<file path="src/rtl/secded_pkg.sv">
// Shared definitions for the SECDED stream codec: status codes and the
// constant functions that describe the Hamming bit layout.
package secded_pkg;

   typedef enum logic [1:0] {
      ST_CLEAN  = 2'b00,
      ST_CORR   = 2'b01,
      ST_DED    = 2'b10,
      ST_BADSYN = 2'b11
   } status_e;

   // Widest payload the parity masks can describe.
   localparam int MAX_DATA_W = 64;

   // Smallest r with 2^r >= data_w + r + 1.
   function automatic int calc_par_w(input int data_w);
      int r;
      r = 0;
      for (int k = 1; k < 16; k++) begin
         if (r == 0 && (1 << k) >= data_w + k + 1) r = k;
      end
      return r;
   endfunction

   // Hamming position of data bit i: the (i+1)-th non-power-of-two position.
   function automatic int data_pos(input int i);
      int pos;
      int cnt;
      pos = 0;
      cnt = 0;
      for (int p = 3; p < i + 16; p++) begin
         if ((p & (p - 1)) != 0) begin
            if (cnt == i && pos == 0) pos = p;
            cnt++;
         end
      end
      return pos;
   endfunction

   // Data bits covered by parity bit j (position has bit j set).
   function automatic logic [MAX_DATA_W-1:0] par_mask(input int data_w, input int j);
      logic [MAX_DATA_W-1:0] m;
      m = '0;
      for (int i = 0; i < data_w; i++) begin
         if (((data_pos(i) >> j) & 1) == 1) m[i] = 1'b1;
      end
      return m;
   endfunction

endpackage

</file>
<file path="src/rtl/secded_parity_gen.sv">
// Combinational Hamming parity over the payload; shared by encode and
// syndrome paths.
module secded_parity_gen
   import secded_pkg::*;
#(
   parameter int DATA_W = 11,
   parameter int PAR_W  = calc_par_w(DATA_W)
) (
   input  logic [DATA_W-1:0] data_i,
   output logic [PAR_W-1:0]  par_o
);

   for (genvar j = 0; j < PAR_W; j++) begin : g_par
      localparam logic [MAX_DATA_W-1:0] MASK = par_mask(DATA_W, j);
      assign par_o[j] = ^(data_i & MASK[DATA_W-1:0]);
   end

endmodule

</file>
<file path="src/rtl/secded_stream_codec.sv">
// Two-stage pipelined SECDED encoder/decoder with valid/ready on both sides
// and saturating error counters.
module secded_stream_codec
   import secded_pkg::*;
#(
   parameter  int DATA_W = 11,
   parameter  int CNT_W  = 16,
   localparam int PAR_W  = calc_par_w(DATA_W),
   localparam int CODE_W = DATA_W + PAR_W + 1
) (
   input  logic              clk,
   input  logic              rst_n,
   input  logic              in_valid,
   output logic              in_ready,
   input  logic              in_mode,
   input  logic [CODE_W-1:0] in_word,
   output logic              out_valid,
   input  logic              out_ready,
   output logic [CODE_W-1:0] out_word,
   output logic [1:0]        out_status,
   input  logic              cnt_clr,
   output logic [CNT_W-1:0]  cnt_corr,
   output logic [CNT_W-1:0]  cnt_uncorr
);

   logic              s1_valid_q, s1_mode_q, s1_g_q, s1_g_d;
   logic [CODE_W-1:0] s1_word_q, s1_word_d;
   logic [PAR_W-1:0]  s1_syn_q, s1_syn_d;
   logic              s2_valid_q;
   logic [CODE_W-1:0] s2_word_q, s2_word_d;
   logic [1:0]        s2_st_q, s2_st_d;
   logic [CNT_W-1:0]  cnt_corr_q, cnt_corr_d, cnt_uncorr_q, cnt_uncorr_d;
   logic [PAR_W-1:0]  par;
   logic [CODE_W-1:0] flip_vec;
   logic              s1_adv, out_hs;

   assign s1_adv   = !s2_valid_q || out_ready;
   assign in_ready = !s1_valid_q || s1_adv;
   assign out_hs   = s2_valid_q && out_ready;

   secded_parity_gen #(.DATA_W(DATA_W), .PAR_W(PAR_W)) u_par (
      .data_i (in_word[DATA_W-1:0]),
      .par_o  (par)
   );

   // One-hot flip pattern for the current syndrome; all-zero when the
   // syndrome points past the last Hamming position.
   for (genvar i = 0; i < DATA_W; i++) begin : g_flip_d
      localparam int DPOS = data_pos(i);
      assign flip_vec[i] = (s1_syn_q == PAR_W'(DPOS));
   end
   for (genvar j = 0; j < PAR_W; j++) begin : g_flip_p
      assign flip_vec[DATA_W+j] = (s1_syn_q == PAR_W'(1 << j));
   end
   assign flip_vec[CODE_W-1] = (s1_syn_q == '0);

   // Stage-1 capture: build the codeword for encode, syndrome and g for decode.
   always_comb begin
      s1_syn_d = par ^ in_word[DATA_W+PAR_W-1:DATA_W];
      s1_g_d   = ^in_word;
      if (in_mode) s1_word_d = in_word;
      else         s1_word_d = {^{par, in_word[DATA_W-1:0]}, par, in_word[DATA_W-1:0]};
   end

   // Stage-2 result: correct the word and classify the error.
   always_comb begin
      s2_word_d = s1_word_q;
      s2_st_d   = ST_CLEAN;
      if (s1_mode_q) begin
         if (s1_g_q) begin
            if (|flip_vec) begin
               s2_word_d = s1_word_q ^ flip_vec;
               s2_st_d   = ST_CORR;
            end else begin
               s2_st_d   = ST_BADSYN;
            end
         end else if (s1_syn_q != '0) begin
            s2_st_d = ST_DED;
         end
      end
   end

   // Saturating counters; a clear overrides any increment in the same cycle.
   always_comb begin
      cnt_corr_d   = cnt_corr_q;
      cnt_uncorr_d = cnt_uncorr_q;
      if (cnt_clr) begin
         cnt_corr_d   = '0;
         cnt_uncorr_d = '0;
      end else if (out_hs) begin
         if (s2_st_q == ST_CORR && cnt_corr_q != '1)
            cnt_corr_d = cnt_corr_q + 1'b1;
         if (s2_st_q[1] && cnt_uncorr_q != '1)
            cnt_uncorr_d = cnt_uncorr_q + 1'b1;
      end
   end

   // Stage-1 register: loads whenever it is empty or draining.
   always_ff @(posedge clk or negedge rst_n) begin
      if (!rst_n) begin
         s1_valid_q <= 1'b0;
         s1_mode_q  <= 1'b0;
         s1_word_q  <= '0;
         s1_syn_q   <= '0;
         s1_g_q     <= 1'b0;
      end else if (in_ready) begin
         s1_valid_q <= in_valid;
         if (in_valid) begin
            s1_mode_q <= in_mode;
            s1_word_q <= s1_word_d;
            s1_syn_q  <= s1_syn_d;
            s1_g_q    <= s1_g_d;
         end
      end
   end

   // Stage-2 register: payload held stable while the output is stalled.
   always_ff @(posedge clk or negedge rst_n) begin
      if (!rst_n) begin
         s2_valid_q <= 1'b0;
         s2_word_q  <= '0;
         s2_st_q    <= ST_CLEAN;
      end else if (s1_adv) begin
         s2_valid_q <= s1_valid_q;
         if (s1_valid_q) begin
            s2_word_q <= s2_word_d;
            s2_st_q   <= s2_st_d;
         end
      end
   end

   // Error counter registers.
   always_ff @(posedge clk or negedge rst_n) begin
      if (!rst_n) begin
         cnt_corr_q   <= '0;
         cnt_uncorr_q <= '0;
      end else begin
         cnt_corr_q   <= cnt_corr_d;
         cnt_uncorr_q <= cnt_uncorr_d;
      end
   end

   assign out_valid  = s2_valid_q;
   assign out_word   = s2_word_q;
   assign out_status = s2_st_q;
   assign cnt_corr   = cnt_corr_q;
   assign cnt_uncorr = cnt_uncorr_q;

endmodule

</file>
<file path="config.mk">
export PLATFORM = sky130hd
export DESIGN_NAME = secded_stream_codec
export DESIGN_NICKNAME = d
export VERILOG_FILES = /design/src/rtl/secded_pkg.sv /design/src/rtl/secded_parity_gen.sv /design/src/rtl/secded_stream_codec.sv
export SDC_FILE = /design/constraint.sdc
export NUM_CORES = 1
export LEC_CHECK = 0
export ABC_AREA = 1
export BUFFER_PORTS_ARGS = -buffer_cell sky130_fd_sc_hd__buf_2
export CAP_MARGIN = 5
export CORE_MARGIN = 1
export CORE_UTILIZATION = 55
export CTS_BUF_LIST = sky130_fd_sc_hd__clkbuf_8 sky130_fd_sc_hd__clkbuf_16
export DETAILED_ROUTE_END_ITERATION = 8
export GPL_ROUTABILITY_DRIVEN = 0
export HOLD_SLACK_MARGIN = 0.05
export PLACE_DENSITY = 0.74
export RECOVER_POWER = 50
export SETUP_SLACK_MARGIN = 0.05
export SLEW_MARGIN = 40
export SYNTH_ARGS = -nofsm -noshare
export SYNTH_HDL_FRONTEND = slang
export SYNTH_HIERARCHICAL = 1
export SYNTH_SLANG_ARGS = --single-unit
</file>
<file path="constraint.sdc">
create_clock -name clk -period 4.8 [get_ports clk]
set_input_delay 0.72 -clock clk [delete_from_list [all_inputs] [get_ports clk]]
set_output_delay 0.72 -clock clk [all_outputs]
set_load 0.01 [all_outputs]
</file>
Yosys cells after proc, flatten, opt, wreduce, memory -nomap -nowiden

Index checks and enable logic that the tools add are counted.

Latch bits: 0
Memory bits (writable): 0
Bits in registers: 74
Memories: 0
Input bits: 22
Bits in read-only memories: 0
Word-level logic and storage cells: 69

Eq/ne operators: 18
Multipliers: 0
Shifts and indexed selects: 0
Mux-type cells: 14
$lt $le $gt $ge: 0
Reduce and logical (&&, ||, !) cells: 23
Divide/modulo/power cells: 0
Bitwise logic cells: 2
Add/subtract/negate cells: 2

Operators with widths:

| operator                                       | number |
|---|---|
| two-way mux 16 bit                             | 10 |
| XOR reduction 11 bit                           | 4 |
| adder 16 x 1 -> 16 bit (second input constant) | 2 |
| == test 4 bit (second input constant)          | 8 |
| inequality test 16 bit (second input constant) | 2 |
| == test 4 x 3 -> 1 bit (second input constant) | 4 |
| OR reduction 16 bit                            | 1 |
| XOR reduction 16 bit                           | 1 |
| bitwise XOR 16 bit                             | 1 |
| XOR reduction 15 bit                           | 1 |
| == test 4 x 2 -> 1 bit (second input constant) | 2 |
| two-way mux 2 bit                              | 4 |
| AND reduction 2 bit                            | 4 |
| nonzero test 2 bit                             | 3 |
| == test 4 x 1 -> 1 bit (second input constant) | 1 |
| logical NOT 4 bit                              | 1 |
| nonzero test 4 bit                             | 1 |
| bitwise XOR 4 bit                              | 1 |
| logical AND 1 bit                              | 3 |
| == test 2 x 1 -> 1 bit (second input constant) | 1 |
| logical NOT 1 bit                              | 2 |
| logical OR 1 bit                               | 2 |

Depth between registers and ports, before layout

Gate-level depths: netlist of the first run.

Depth after elaboration: 5
Gate-level depth with buffers: 19

By module

The synthesis of the first run kept the hierarchy.

Modules (own cells, without submodules):

| module              | cells an instance | area each (um^2) | times used | seq. area each (um^2) |
|---|---|---|---|---|
| secded_stream_codec | 596               | 4355.4           | 1          | 1851.8 |
| secded_parity_gen   | 81                | 357.8            | 1          | 0.0 |

Worst setup path before layout of the first run

Ideal clock, no wire load.

Path kind: input to register
Start: input in_word[6]
End: register s1_word_q[15]
Stages: 18
Path slack: 2.857 ns
Setup time: 0.116 ns
Arrival: 1.826 ns
Buffers on the path: 0
Required time: 4.684 ns
Cells stage by stage: inv_1 -> nand2_1 -> nand2_1 -> inv_1 -> nand2_1 -> nand3_1 -> nand2_1 -> inv_1 -> nand2_1 -> nand2_1 -> nand2_1 -> nand2_1 -> nand2_1 -> nand2_1 -> nand2_1 -> nand3_1 -> nand2_1 -> nand2_1

Cells in the longest elaborated chain, start to end: 3
Elaborated cells on any way between the ends: 5

Ends and longest elaborated chain:

| element              | RTL line                   | source |
|---|---|---|
| start, declared      | secded_stream_codec.sv:16  | `input logic [CODE_W-1:0] in_word,` |
| XOR reduction 11 bit | secded_parity_gen.sv:15    | `assign par_o[j] = ^(data_i & MASK[DATA_W-1:0]);` |
| net par[3]           | secded_stream_codec.sv:33  | `logic [PAR_W-1:0] par;` |
| XOR reduction 15 bit | secded_stream_codec.sv:62  | `else s1_word_d = {^{par, in_word[DATA_W-1:0]}, par, in_word[DATA_W-1:0]};` |
| two-way mux 16 bit   | secded_stream_codec.sv:61  | `if (in_mode) s1_word_d = in_word;` |
| end signal, assigned | secded_stream_codec.sv:110 | `s1_word_q <= s1_word_d;` |
| end, declared        | secded_stream_codec.sv:27  | `logic [CODE_W-1:0] s1_word_q, s1_word_d;` |

The timed path passes the listed nets, and every way through them passes these cells.
A chain may end at the register's enable or synchronous reset.

==> key figures, run 1 <==
Run status
  • Status: complete, but fails checks
  • Failing checks: max-capacitance violations, max-slew violations

Die
  • Die H: ~95 um
  • Die ar.: ~8900 um^2
  • Initial Util: 57.1%
  • Die X-Extent: between 90 and 100 um
  • Core footprint: 8260 um^2
  • IO Count: 74
  • Site Rows: 33

Clock tree
  • Clk buf depth: 2
  • Clk sinks: 74
  • CTS Hold Bufs: 0
  • CTS tree: yes
  • Worst skew pair latency: 0.35 ns
  • Clk pin slew, worst setup/hold paths: approximately 0.080 ns
  • Cts bufs inserted: 9
  • Post-CTS setup buffers: 0
  • H-Tree Depth: 3
  • Clk Tree Root Cell: clkbuf_8
  • Post-CTS Resized: 0

Critical path
  • CP Class: input port to async pin
  • Crit path DAT: roughly 2.7 ns
  • Worst Path Buf+Inv: 2
  • CP endpoint kind: async pin
  • R2r setup slk: 2.75 ns
  • CP cell instances: clkbuf_1 > buf_4
  • Worst path top cell family by delay: buffers and inverters
  • Crit Reg-Reg Endpoint: s1_word_q[13]$_DFFE_PN0P_
  • Worst R2R Start: out_valid$_DFFE_PN0P_
  • CP max FO: 39
  • FF-to-FF path depth: 5
  • Critical path depth: 2
  • Critical Path Max Stage Delay: between 1 and 1.5 ns
  • Critical Path RT: approximately 5.3 ns
  • Crit-path slowest cell: clkbuf_1
  • Startpoint Class: input port

Place
  • DP Wirelength: ~8.3 mm
  • Placed cells: 842
  • Post-Place Worst Slack: approximately 2.4 ns
  • Port bufs: 73
  • Post-placement cell area: 5150 um^2

Synthesis
  • Synth area leaders: dfrtp_1 (39%), nand2_1 (20%), inv_1 (5.6%)
  • Post-synth top cells: nand2_1 (250), dfrtp_1 (74), inv_1 (70)
  • Synth Area in Compound Gates: a little under a tenth
  • Post-synth EDFFs: 0
  • Main combinational cell family by area after synthesis: simple AND/OR/NAND/NOR gates
  • Ys async rst share: 100%
  • Mux cell area share after synthesis: 0%
  • YS warnings: 6
  • Area of the mapped netlist: approximately 4700 um^2
  • Area share of the largest cell type after synthesis: about 40%
  • Post-synth top area cell: dfrtp_1
  • Synth Net Count: 701
  • Netlist cell types: 32
  • Syn Inst Count: a little under 700
  • Count leader, synth: nand2_1
  • Avg Cell Area, Syn: 6.96 um^2
  • Dominant synthesized flop cell: dfrtp_1
  • Synth Area in XOR/XNOR: under 10%
  • Adder-cell share of the synthesized area: 0.531%
  • Post-Synth Simple-Gate Area: 35.0%
  • Sequential element share of the synthesized area: 39.3%
  • FF+latch count, synth: 74

Drt
  • DR vias: ~4600
  • Iter 0 DRT Violations: between 200 and 250
  • Detailed-route DRC error count: 0
  • Post-route ant nets: 0
  • Post-Route WL: approximately 11 mm
  • DR WL/cell: between 10 and 15 um
  • Vias per Instance: 5.32
  • Drt pass-1 iters: 4

Layout
  • Synth-to-Final Area Change: 13.4%
  • Share of cells above drive strength 1: 15.4%
  • Design Area, Final: 5340 um^2
  • Fin nets: between 700 and 800
  • Number of diodes: 0
  • Fin cells: about 860

Timing
  • Final Hold Fails: 0
  • Rel. slew slack: -24.1%
  • Final Cycle Share: between 40% and 50%
  • Final setup violation count: 0
  • Min Hold Slack: 0.485 ns
  • RSZ-0062 raised after global routing: false
  • Worst-margin pin slew: 1.86 ns
  • Final setup margin: ~2.6 ns
  • Fin. max-slew vios: 37
  • Clock skew: between 0.01 and 0.015 ns
  • Crit path time final: about 2.2 ns
  • FMAX: 449 MHz
  • Setup TNS: 0 ns

Power
  • VDD IR max: ~140 uV
  • P_leak: about 2.7 nW
  • Pwr/cell area: 316 nW/um^2

Worst hold path
  • Hold Path Cell Cnt: 2
  • Hold Crit Class: flop to flop
  • Worst Hold Path EP: out_word[11]$_DFFE_PN0P_
  • Hold_sp: out_word[11]$_DFFE_PN0P_

Run
  • Total of max-cap violations: 1

GRT
  • Pin count of the biggest net entering global routing: 40
  • All-Layer GR Usage: a little over a quarter
  • GRT overflow: 0
  • Vias in the first global route: about 4300
  • First-pass GRT wire length: approximately 19 mm
  • Antenna violations before repair: 0
-- routing by layer --
layer | track usage, % | up-vias | wire (um)
met5 | 0 | - | 0
met4 | 8.59 | 0 | 158
met3 | 4.99 | 16 | 483
met2 | 48.6 | 115 | 5590
met1 | 31.2 | 2137 | 4700
li1 | - | 2295 | -
-- how the worst max path moves through the flow --
stage | startpoint | end | slack, ns
floorplan | in_word[6] | s1_word_q[15]$_DFFE_PN0P_ | 2.86
global placement | out_ready | s1_word_q[12]$_DFFE_PN0P_ | 2.39
detailed placement | in_word[10] | s1_word_q[15]$_DFFE_PN0P_ | 2.44
CTS | cnt_corr[0]$_DFFE_PN0P_ | cnt_corr[7]$_DFFE_PN0P_ | 2.80
global route | rst_n | out_status[1]$_DFFE_PN0P_ | 2.11
finish | rst_n | out_status[1]$_DFFE_PN0P_ | 2.57
-- power breakdown --
group	internal [W]	switching (W)	total, W
clock	0.000239	0.000245	0.000484
sequential	0.000713	0.0000673	0.000780
combinational	0.000153	0.000273	0.000426
total	0.00110	0.000586	0.00169
-- cell usage in the layout, fill, tap and decap left out --
cell type | netlist | layout
nand2_1 | 250 | 250
nor3_2 | 1 | 1
nor2_4 | 2 | 2
inv_6 | 0 | 1
o31ai_1 | 5 | 5
nand2_4 | 1 | 1
a21oi_1 | 5 | 5
buf_2 | 1 | 71
o211ai_1 | 3 | 3
o21ai_2 | 8 | 8
xnor2_1 | 24 | 24
o21bai_1 | 1 | 1
inv_2 | 8 | 8
nand2_2 | 5 | 5
clkinv_1 | 1 | 1
nand3_1 | 40 | 40
or2_2 | 1 | 1
o21ai_0 | 45 | 45
nor2_8 | 1 | 1
buf_4 | 1 | 1
xor2_1 | 20 | 20
clkbuf_1 | 11 | 2
o21ai_1 | 9 | 9
dfrtp_1 | 74 | 74
bufinv_16 | 0 | 1
clkinv_2 | 0 | 1
nand3b_1 | 3 | 3
ha_1 | 2 | 2
nor3_1 | 13 | 13
nor2_1 | 46 | 46
nand4_1 | 22 | 22
clkinvlp_4 | 0 | 3
clkbuf_8 | 0 | 9
a31oi_1 | 1 | 1
inv_1 | 70 | 71
nor2_2 | 2 | 2
-- final cells by class --
type	count	area [um^2]
clock buffer	9	124
clock inverter	7	70.1
fill	771	2910
inverter	79	297
multi-input combinational	510	2500
sequential	74	1850
tap	105	131
timing repair buffer	74	370
-- sequential cells by signal (all words and copies together) (netlist names) --
| signal | flops |
|---|---|
| s1_word_q | 16 |
| cnt_uncorr | 16 |
| s1_valid_q | 1 |
| s1_g_q | 1 |
| out_word | 16 |
| s1_mode_q | 1 |
| out_valid | 1 |
| s1_syn_q | 4 |
| cnt_corr | 16 |
| out_status | 2 |
-- cell families after synthesis --
| kind of cell | Yosys count |
|---|---|
| simple gates | 387 |
| fa+ha+maj | 2 |
| flops | 74 |
| compound gates | 77 |
| buf+inv | 93 |
| xor+xnor | 44 |
-- through the flow --
stage	power [W]	util, %
2_1_floorplan	0.00106	-
3_3_place_gp	0.00120	62.4
3_5_place_dp	0.00122	62.4
4_1_cts	0.00170	64.8
5_1_grt	0.00180	64.7
6_report	0.00169	64.7
-- worst min-delay path, stage by stage, from the launching register on --
cell     delay [ns]
dfrtp_1        0.35
nand2_1        0.05
o21ai_0        0.06
(Power assumes the default switching activity.)
==> inputs of run 2 (changes only) <==
Settings changed: CORE_UTILIZATION 55 to 52, PLACE_DENSITY 0.74 to 0.73.
Clock period 4.8 ns to 1.81 ns, I/O delays scaled along.
==> run 2 against run 1 <==
  * The run now ends clean
  * Register-to-register slack got worse by 2.6 ns
  * Die area rose by 5.7%
  * Sequential power rose to 2.7 times the previous value
  * Critical path depth rose by 8
  * First-iteration DRC count rose by 6.4%
  * Non-clock buffer count rose by 23
  * Routed wire length rose by 4.5%
  * Via count rose by 2.0%
  * Cell area rose by 3.8%
  * Largest power group unchanged
  * Highest routed layer unchanged
==> key figures, run 2 (synthesis results as in run 1) <==
Run status
  • Status: completed

Timing
  • Final setup violation count: 0 (unchanged)
  • Min Hold Slack: 0.248 ns (-0.237 ns)
  • Final Cycle Share: 91.5%
  • Clock skew: 0.00842 ns (-0.00378 ns)
  • Fin. max-slew vios: 0 (-100%)
  • FMAX: between 600 and 700 MHz
  • Final setup margin: 0.154 ns (-2.42 ns)
  • RSZ-0062 raised after global routing: false
  • Final Hold Fails: 0 (unchanged)
  • Worst-margin pin slew: 0.968 ns (-0.894 ns)
  • Rel. slew slack: 35.5% (+60 points)
  • Crit path time final: approximately 1.7 ns

Die
  • Site Rows: 34 (+3.0%)
  • IO Count: 74 (unchanged)
  • Die X-Extent: 97.2 um (+2.8%)
  • Die H: 97.2 um (+2.8%)
  • Initial Util: 53.8% (-3.3 points)
  • Core footprint: 8760 um^2 (+6.1%)
  • Die ar.: 9450 um^2 (+5.7%)

GRT
  • All-Layer GR Usage: 25.2% (-1.4 points)
  • Top Usage Layer GRT: met2
  • GRT overflow: 0 (unchanged)
  • Antenna violations before repair: 0 (unchanged)
  • Grt met1 use: 31.0% (-0.25 points)
  • Pin count of the biggest net entering global routing: 75 (+88%)
  • Met3 usage: 4.89% (-0.10 points)
  • First-pass GRT wire length: 19.4 mm (+3.0%)
  • Met2 GRT Util: 43.1% (-5.4 points)
  • Vias in the first global route: 4356 (+0.72%)

Drt
  • DR vias: 4654 (+2.0%)
  • DR WL/cell: 12.9 um (+1.5%)
  • Vias per Instance: 5.27 (-0.89%)
  • Post-Route WL: 11.4 mm (+4.5%)
  • Drt pass-1 iters: 5 (+1)
  • Detailed-route DRC error count: 0 (unchanged)
  • Post-route ant nets: 0 (unchanged)
  • Iter 0 DRT Violations: 215 (+6.4%)

Place
  • Placed cells: 864 (+2.6%)
  • Post-Place Worst Slack: -0.0338 ns (-2.48 ns)
  • DP Wirelength: 8.42 mm (+1.4%)
  • Port bufs: 73 (unchanged)
  • Post-placement cell area: 5340 um^2 (+3.5%)

Layout
  • Util after Layout: 63.3% (-1.4 points)
  • Fillers: 798 (+3.5%)
  • Register Area: 1850 um^2 (unchanged)
  • Number of diodes: 0 (unchanged)
  • Commonest non-fill, non-tap cell in the layout: nand2_1
  • Fin cells: 883 (+2.9%)
  • Synth-to-Final Area Change: 17.7%
  • Design Area, Final: 5550 um^2 (+3.8%)
  • Area of the multi-input gates: 2520 um^2 (+0.65%)
  • Commonest non-fill, non-tap cells in the layout: nand2_1 (250), dfrtp_1 (74), inv_1 (70)
  • Fin nets: 795 (+3.0%)
  • Share of cells above drive strength 1: 15.0% (-0.44 points)

Clock tree
  • Clk buf depth: 2 (unchanged)
  • Clk sinks: 74 (unchanged)
  • Clk Tree Root Cell: clkbuf_8
  • CTS tree: yes
  • Worst skew pair latency: 0.36 ns (about the same)
  • Clk pin slew, worst setup/hold paths: 0.08 ns (about the same)
  • Cts bufs inserted: 9 (unchanged)
  • H-Tree Depth: 3 (unchanged)

Power
  • Pwr/cell area: 838 nW/um^2 (+160%)
  • P_leak: 2.76 nW (+1.9%)
  • VDD IR max: 367 uV (+160%)

Critical path
  • CP Class: flop to flop
  • CP endpoint kind: flop
  • Startpoint Class: flop
  • CP max FO: 10 (-74%)
  • Crit path DAT: 1.90 ns (-0.79 ns)
  • Critical Path RT: 2.06 ns (-3.20 ns)

Run
  • Total of max-cap violations: 0 (-1)

Worst hold path
  • Hold Crit Class: input port to flop
-- run 2: power by group --
group	total, W	switching [W]	internal [W]
combinational	0.00119	0.000752	0.000434
sequential	0.00208	0.000188	0.00189
clock	0.00138	0.000623	0.000761
total	0.00465	0.00156	0.00309
-- run 2: area by class of cell --
type | instances | area share [%]
clock buffers | 9 | 2.23
flip-flops and latches | 74 | 33.4
multi-input cells | 510 | 45.3
clock inverters | 6 | 1.49
inverters | 79 | 5.39
well taps | 108 | 2.44
repair buffers | 97 | 9.74
-- run 2: stage by stage --
step | total power [W] | TNS, ns
3_3_place_gp | 0.00326 | 0
3_5_place_dp | 0.00331 | -0.0338
6_report | 0.00465 | 0
4_1_cts | 0.00468 | 0
5_1_grt | 0.00492 | 0
2_1_floorplan | 0.00282 | 0
-- run 2: final timing paths --
| kind | from | end | slack, ns | cells past startpoint |
|---|---|---|---|---|
| max in group asynchronous | rst_n | s1_word_q[9]$_DFFE_PN0P_ | 0.47 | 3 |
| min in group asynchronous | rst_n | cnt_uncorr[7]$_DFFE_PN0P_ | 0.71 | 3 |
| setup reg to reg | cnt_corr[1]$_DFFE_PN0P_ | cnt_corr[5]$_DFFE_PN0P_ | 0.15 | 10 |
| setup / recovery | cnt_corr[1]$_DFFE_PN0P_ | cnt_corr[5]$_DFFE_PN0P_ | 0.15 | 10 |
| hold reg to reg | out_word[12]$_DFFE_PN0P_ | out_word[12]$_DFFE_PN0P_ | 0.49 | 2 |
| hold / removal | out_ready | out_valid$_DFFE_PN0P_ | 0.25 | 4 |
-- run 2: per-layer routing --
layer | routed length (um) | part of all wire [%] | up-vias
met3 | 572 | 5.0 | 26
met2 | 5610 | 49 | 161
li1 | - | - | 2344
met4 | 275 | 2.4 | 0
met5 | 0 | 0 | -
met1 | 4960 | 43 | 2123
-- run 2: critical path, stage by stage (launching register included) --
cell and delay (ns):
dfrtp_1 0.42, ha_1 0.22, nand2_1 0.12, nor2_2 0.06
nand2_2 0.09, nor2_4 0.04, nor2_4 0.19, buf_4 0.21
nand3_1 0.08, nand2_1 0.08, a21oi_1 0.04
-- run 2: what timing repair did --
item,4_1_cts,5_1_grt
endpoints found under the hold margin,74,0
setup endpoints to repair,0,19
resized for setup,0,4
buffers inserted,0,3
hold buffers,1,0
==> inputs of run 3 (changes only) <==
Settings changed: ABC_AREA 1 to 0, CORE_UTILIZATION 52 to 51.
==> run 3 against run 2 <==
  * The flow now finishes with violations (design-rule violations, negative setup slack)
  * Combinational power is 13% higher
  * Maximum frequency fell by 18%
  * Largest cell class unchanged
  * Critical path type unchanged
  * Die area decreased by 12%
  * Non-clock buffer count rose by 35
  * Sequential power about the same
  * Synthesized cell count down 41%
==> key figures, run 3 <==
Layout
  • Design Area, Final: 5300 um^2 (-4.4%)
  • Fillers: 616 (-23%)
  • Util after Layout: 68.6% (+5.3 points)
  • Number of diodes: 0 (unchanged)
  • Fin nets: 545 (-31%)
  • Synth-to-Final Area Change: 30.6%
  • Commonest non-fill, non-tap cells in the layout: dfrtp_1 (74), xnor2_1 (59), nor2_1 (56)
  • Fin cells: 628 (-29%)
  • Share of cells above drive strength 1: 31.0% (+16 points)
  • Commonest non-fill, non-tap cell in the layout: dfrtp_1

Drt
  • DR vias: 3344 (-28%)
  • Vias per Instance: 5.32 (+1.0%)
  • DR WL/cell: 14.9 um (+15%)
  • Drt pass-1 iters: 6 (+1)
  • Post-Route WL: 9.33 mm (-18%)
  • Iter 0 DRT Violations: 141 (-34%)
  • Detailed-route DRC error count: 1 (+1)
  • Post-route ant nets: 0 (unchanged)

Clock tree
  • Clk buf depth: 2 (unchanged)
  • Clk Tree Root Cell: clkbuf_8
  • H-Tree Depth: 3 (unchanged)
  • Clk pin slew, worst setup/hold paths: 0.09 ns (about the same)
  • CTS tree: yes
  • Clk sinks: 74 (unchanged)
  • Cts bufs inserted: 9 (unchanged)
  • Worst skew pair latency: 0.36 ns (about the same)

Synthesis
  • Dominant synthesized flop cell: dfrtp_1
  • Adder-cell share of the synthesized area: 0.616% (+0.085 points)
  • Ys async rst share: 100% (unchanged)
  • Post-synth top area cell: dfrtp_1
  • YS warnings: 6 (unchanged)
  • Main combinational cell family by area after synthesis: XOR/XNOR gates
  • Sequential element share of the synthesized area: 45.6% (+6.3 points)
  • Mux cell area share after synthesis: 5.36% (+5.4 points)
  • Count leader, synth: dfrtp_1
  • Syn Inst Count: 400 (-41%)
  • Synth area leaders: dfrtp_1 (46%), xnor2_1 (13%), nor2_1 (5.2%)
  • Netlist cell types: 37 (+16%)
  • Post-synth top cells: dfrtp_1 (74), xnor2_1 (60), nor2_1 (56)
  • Synth Area in Compound Gates: 6.13% (-3.2 points)
  • Area share of the largest cell type after synthesis: 45.6% (+6.3 points)
  • Synth Net Count: 424 (-40%)
  • Avg Cell Area, Syn: 10.2 um^2 (+46%)
  • FF+latch count, synth: 74 (unchanged)
  • Post-Synth Simple-Gate Area: 19.3% (-16 points)
  • Area of the mapped netlist: 4060 um^2 (-14%)
  • Post-synth EDFFs: 0 (unchanged)
  • Synth Area in XOR/XNOR: 20.3% (+12 points)

Place
  • Post-placement cell area: 4930 um^2 (-7.6%)
  • DP Wirelength: 6.53 mm (-22%)
  • Placed cells: 606 (-30%)
  • Port bufs: 73 (unchanged)

GRT
  • All-Layer GR Usage: 23.1% (-2.0 points)
  • Top Usage Layer GRT: met2
  • Grt met1 use: 30.7% (-0.28 points)
  • First-pass GRT wire length: 15.2 mm (-21%)
  • Pin count of the biggest net entering global routing: 75 (unchanged)
  • GRT overflow: 0 (unchanged)
  • Met3 usage: 3.10% (-1.8 points)
  • Antenna violations before repair: 0 (unchanged)
  • Met2 GRT Util: 39.0% (-4.2 points)
  • Vias in the first global route: 3269 (-25%)

Power
  • Sw power: 0.00152 W (-2.5%)
  • VDD IR max: 798 uV (+120%)
  • Pwr Total: 0.00501 W (+7.8%)
  • Combinational Power Share: 27.0% (+1.5 points)
  • Clock power share: 31.1% (+1.3 points)
  • Int Pwr: 0.00349 W (+13%)
  • Sequential power share: 41.9% (-2.8 points)
  • P_leak: 2.30 nW (-17%)
  • Pwr/cell area: 945 nW/um^2 (+13%)
  • Switch share: 30.4% (-3.2 points)

Timing
  • FMAX: 495 MHz (-18%)
  • Rel. slew slack: 33.5% (-1.9 points)
  • Final setup violation count: 3 (+3)
  • Worst-margin pin slew: 0.997 ns (+0.0292 ns)
  • Final Hold Fails: 0 (unchanged)
  • Crit path time final: 2.02 ns (+0.366 ns)
  • RSZ-0062 raised after global routing: true
  • Min Hold Slack: 0.146 ns (-0.103 ns)
  • Final setup margin: -0.211 ns (-0.366 ns)
  • Clock skew: 0.0143 ns (+0.00586 ns)
  • Final Cycle Share: 112% (+20 points)
  • Fin. max-slew vios: 0 (unchanged)

Die
  • Die X-Extent: 91.2 um (-6.1%)
  • Die ar.: 8320 um^2 (-12%)
  • Site Rows: 32 (-5.9%)
  • Initial Util: 52.6% (-1.2 points)
  • Core footprint: 7730 um^2 (-12%)
  • IO Count: 74 (unchanged)
  • Die H: 91.2 um (-6.1%)

Critical path
  • CP cell instances: nand4b_1 > a2111o_1 > or3_4 > or4_4 > a21oi_2
  • FF-to-FF path depth: 5 (-5)
  • Crit path DAT: 2.32 ns (+0.42 ns)
  • CP Class: flop to flop
  • Worst path top cell family by delay: simple AND/OR/NAND/NOR gates
  • Critical path depth: 5 (-5)
  • CP endpoint kind: flop
  • Critical Path RT: 2.10 ns (+0.04 ns)
  • Crit-path slowest cell: a2111o_1
  • CP max FO: 3 (-7)
  • Critical Path Max Stage Delay: 0.46 ns (+0.04 ns)
  • Startpoint Class: flop
  • Worst Path Buf+Inv: 0 (-1)

Worst hold path
  • Hold Path Cell Cnt: 2 (-2)
  • Hold Crit Class: input port to flop

Run status
  • Status: complete, but fails checks
  • Failing checks: design-rule violations, negative setup slack

Run
  • Total of max-cap violations: 0 (unchanged)
run 3: cell types whose count changed after synthesis, moves of 15 or more:
cell,delta
xnor2_1,+36
o21ai_0,-33
nand4_1,-15
nand2_1,-232
nand3_1,-18
inv_1,-62
a21oi_1,+16
run 3: cell families after synthesis:
group / after synthesis
multiplexers: 20
XOR/XNOR: 79
flip-flops: 74
AO/OA/AOI/OAI: 43
AND/OR/NAND/NOR: 152
adder cells (fa/ha/maj): 2
buffers and inverters: 30
run 3: path summary, 6_finish.rpt:
check                                     startpoint  slack [ns]                        to
setup / recovery           out_status[1]$_DFFE_PN0P_       -0.21  cnt_corr[15]$_DFFE_PN0P_
hold / removal                              in_valid        0.15    s1_valid_q$_DFFE_PN0N_
setup reg to reg           out_status[1]$_DFFE_PN0P_       -0.21  cnt_corr[15]$_DFFE_PN0P_
hold reg to reg               s1_valid_q$_DFFE_PN0N_        0.51     out_valid$_DFFE_PN0P_
max in group asynchronous                      rst_n        0.42   cnt_corr[1]$_DFFE_PN0P_
min in group asynchronous                      rst_n        0.74  cnt_corr[14]$_DFFE_PN0P_
run 3: metal layers:
layer  part of all wire [%]  routed length (um)
met2                     49                4590
met5                      0                   0
met4                    1.5                 141
met1                     46                4260
met3                    3.7                 341
run 3: cell type report:
| class | count | area [um^2] | area share, % |
|---|---|---|---|
| Clock inverter | 7 | 118 | 2.22 |
| Multi-Input combinational cell | 296 | 2250 | 42.4 |
| Timing Repair Buffer | 132 | 803 | 15.1 |
| Tap cell | 102 | 128 | 2.41 |
| Inverter | 8 | 30.0 | 0.566 |
| Sequential cell | 74 | 1850 | 34.9 |
| Clock buffer | 9 | 124 | 2.34 |
run 3: power groups by stage:
stage | clock network, W | registers [W] | logic, W
final | 0.00156 | 0.00210 | 0.00135
after global routing | 0.00164 | 0.00213 | 0.00149
after CTS | 0.00158 | 0.00208 | 0.00137
after detailed placement | 0 | 0.00212 | 0.00135
after global placement | 0 | 0.00211 | 0.00131
after floorplan | 0 | 0.00208 | 0.000863
run 3: timing repair:
action / 4_1_cts / 5_1_grt
gates cloned: 0 / 1
hold buffers: 1 / 0
buffers inserted: 2 / 3
gates resized for setup: 2 / 21
pin swaps: 2 / 6
endpoints found under the hold margin: 74 / 0
endpoints found under the setup margin: 4 / 20
run 3: metrics by stage:
stage	worst slack, ns	setup TNS, ns
after global routing	-0.320	-0.753
final	-0.211	-0.402
after detailed placement	-0.503	-0.803
after floorplan	-0.176	-0.392
after CTS	-0.166	-0.301
after global placement	-0.368	-0.536
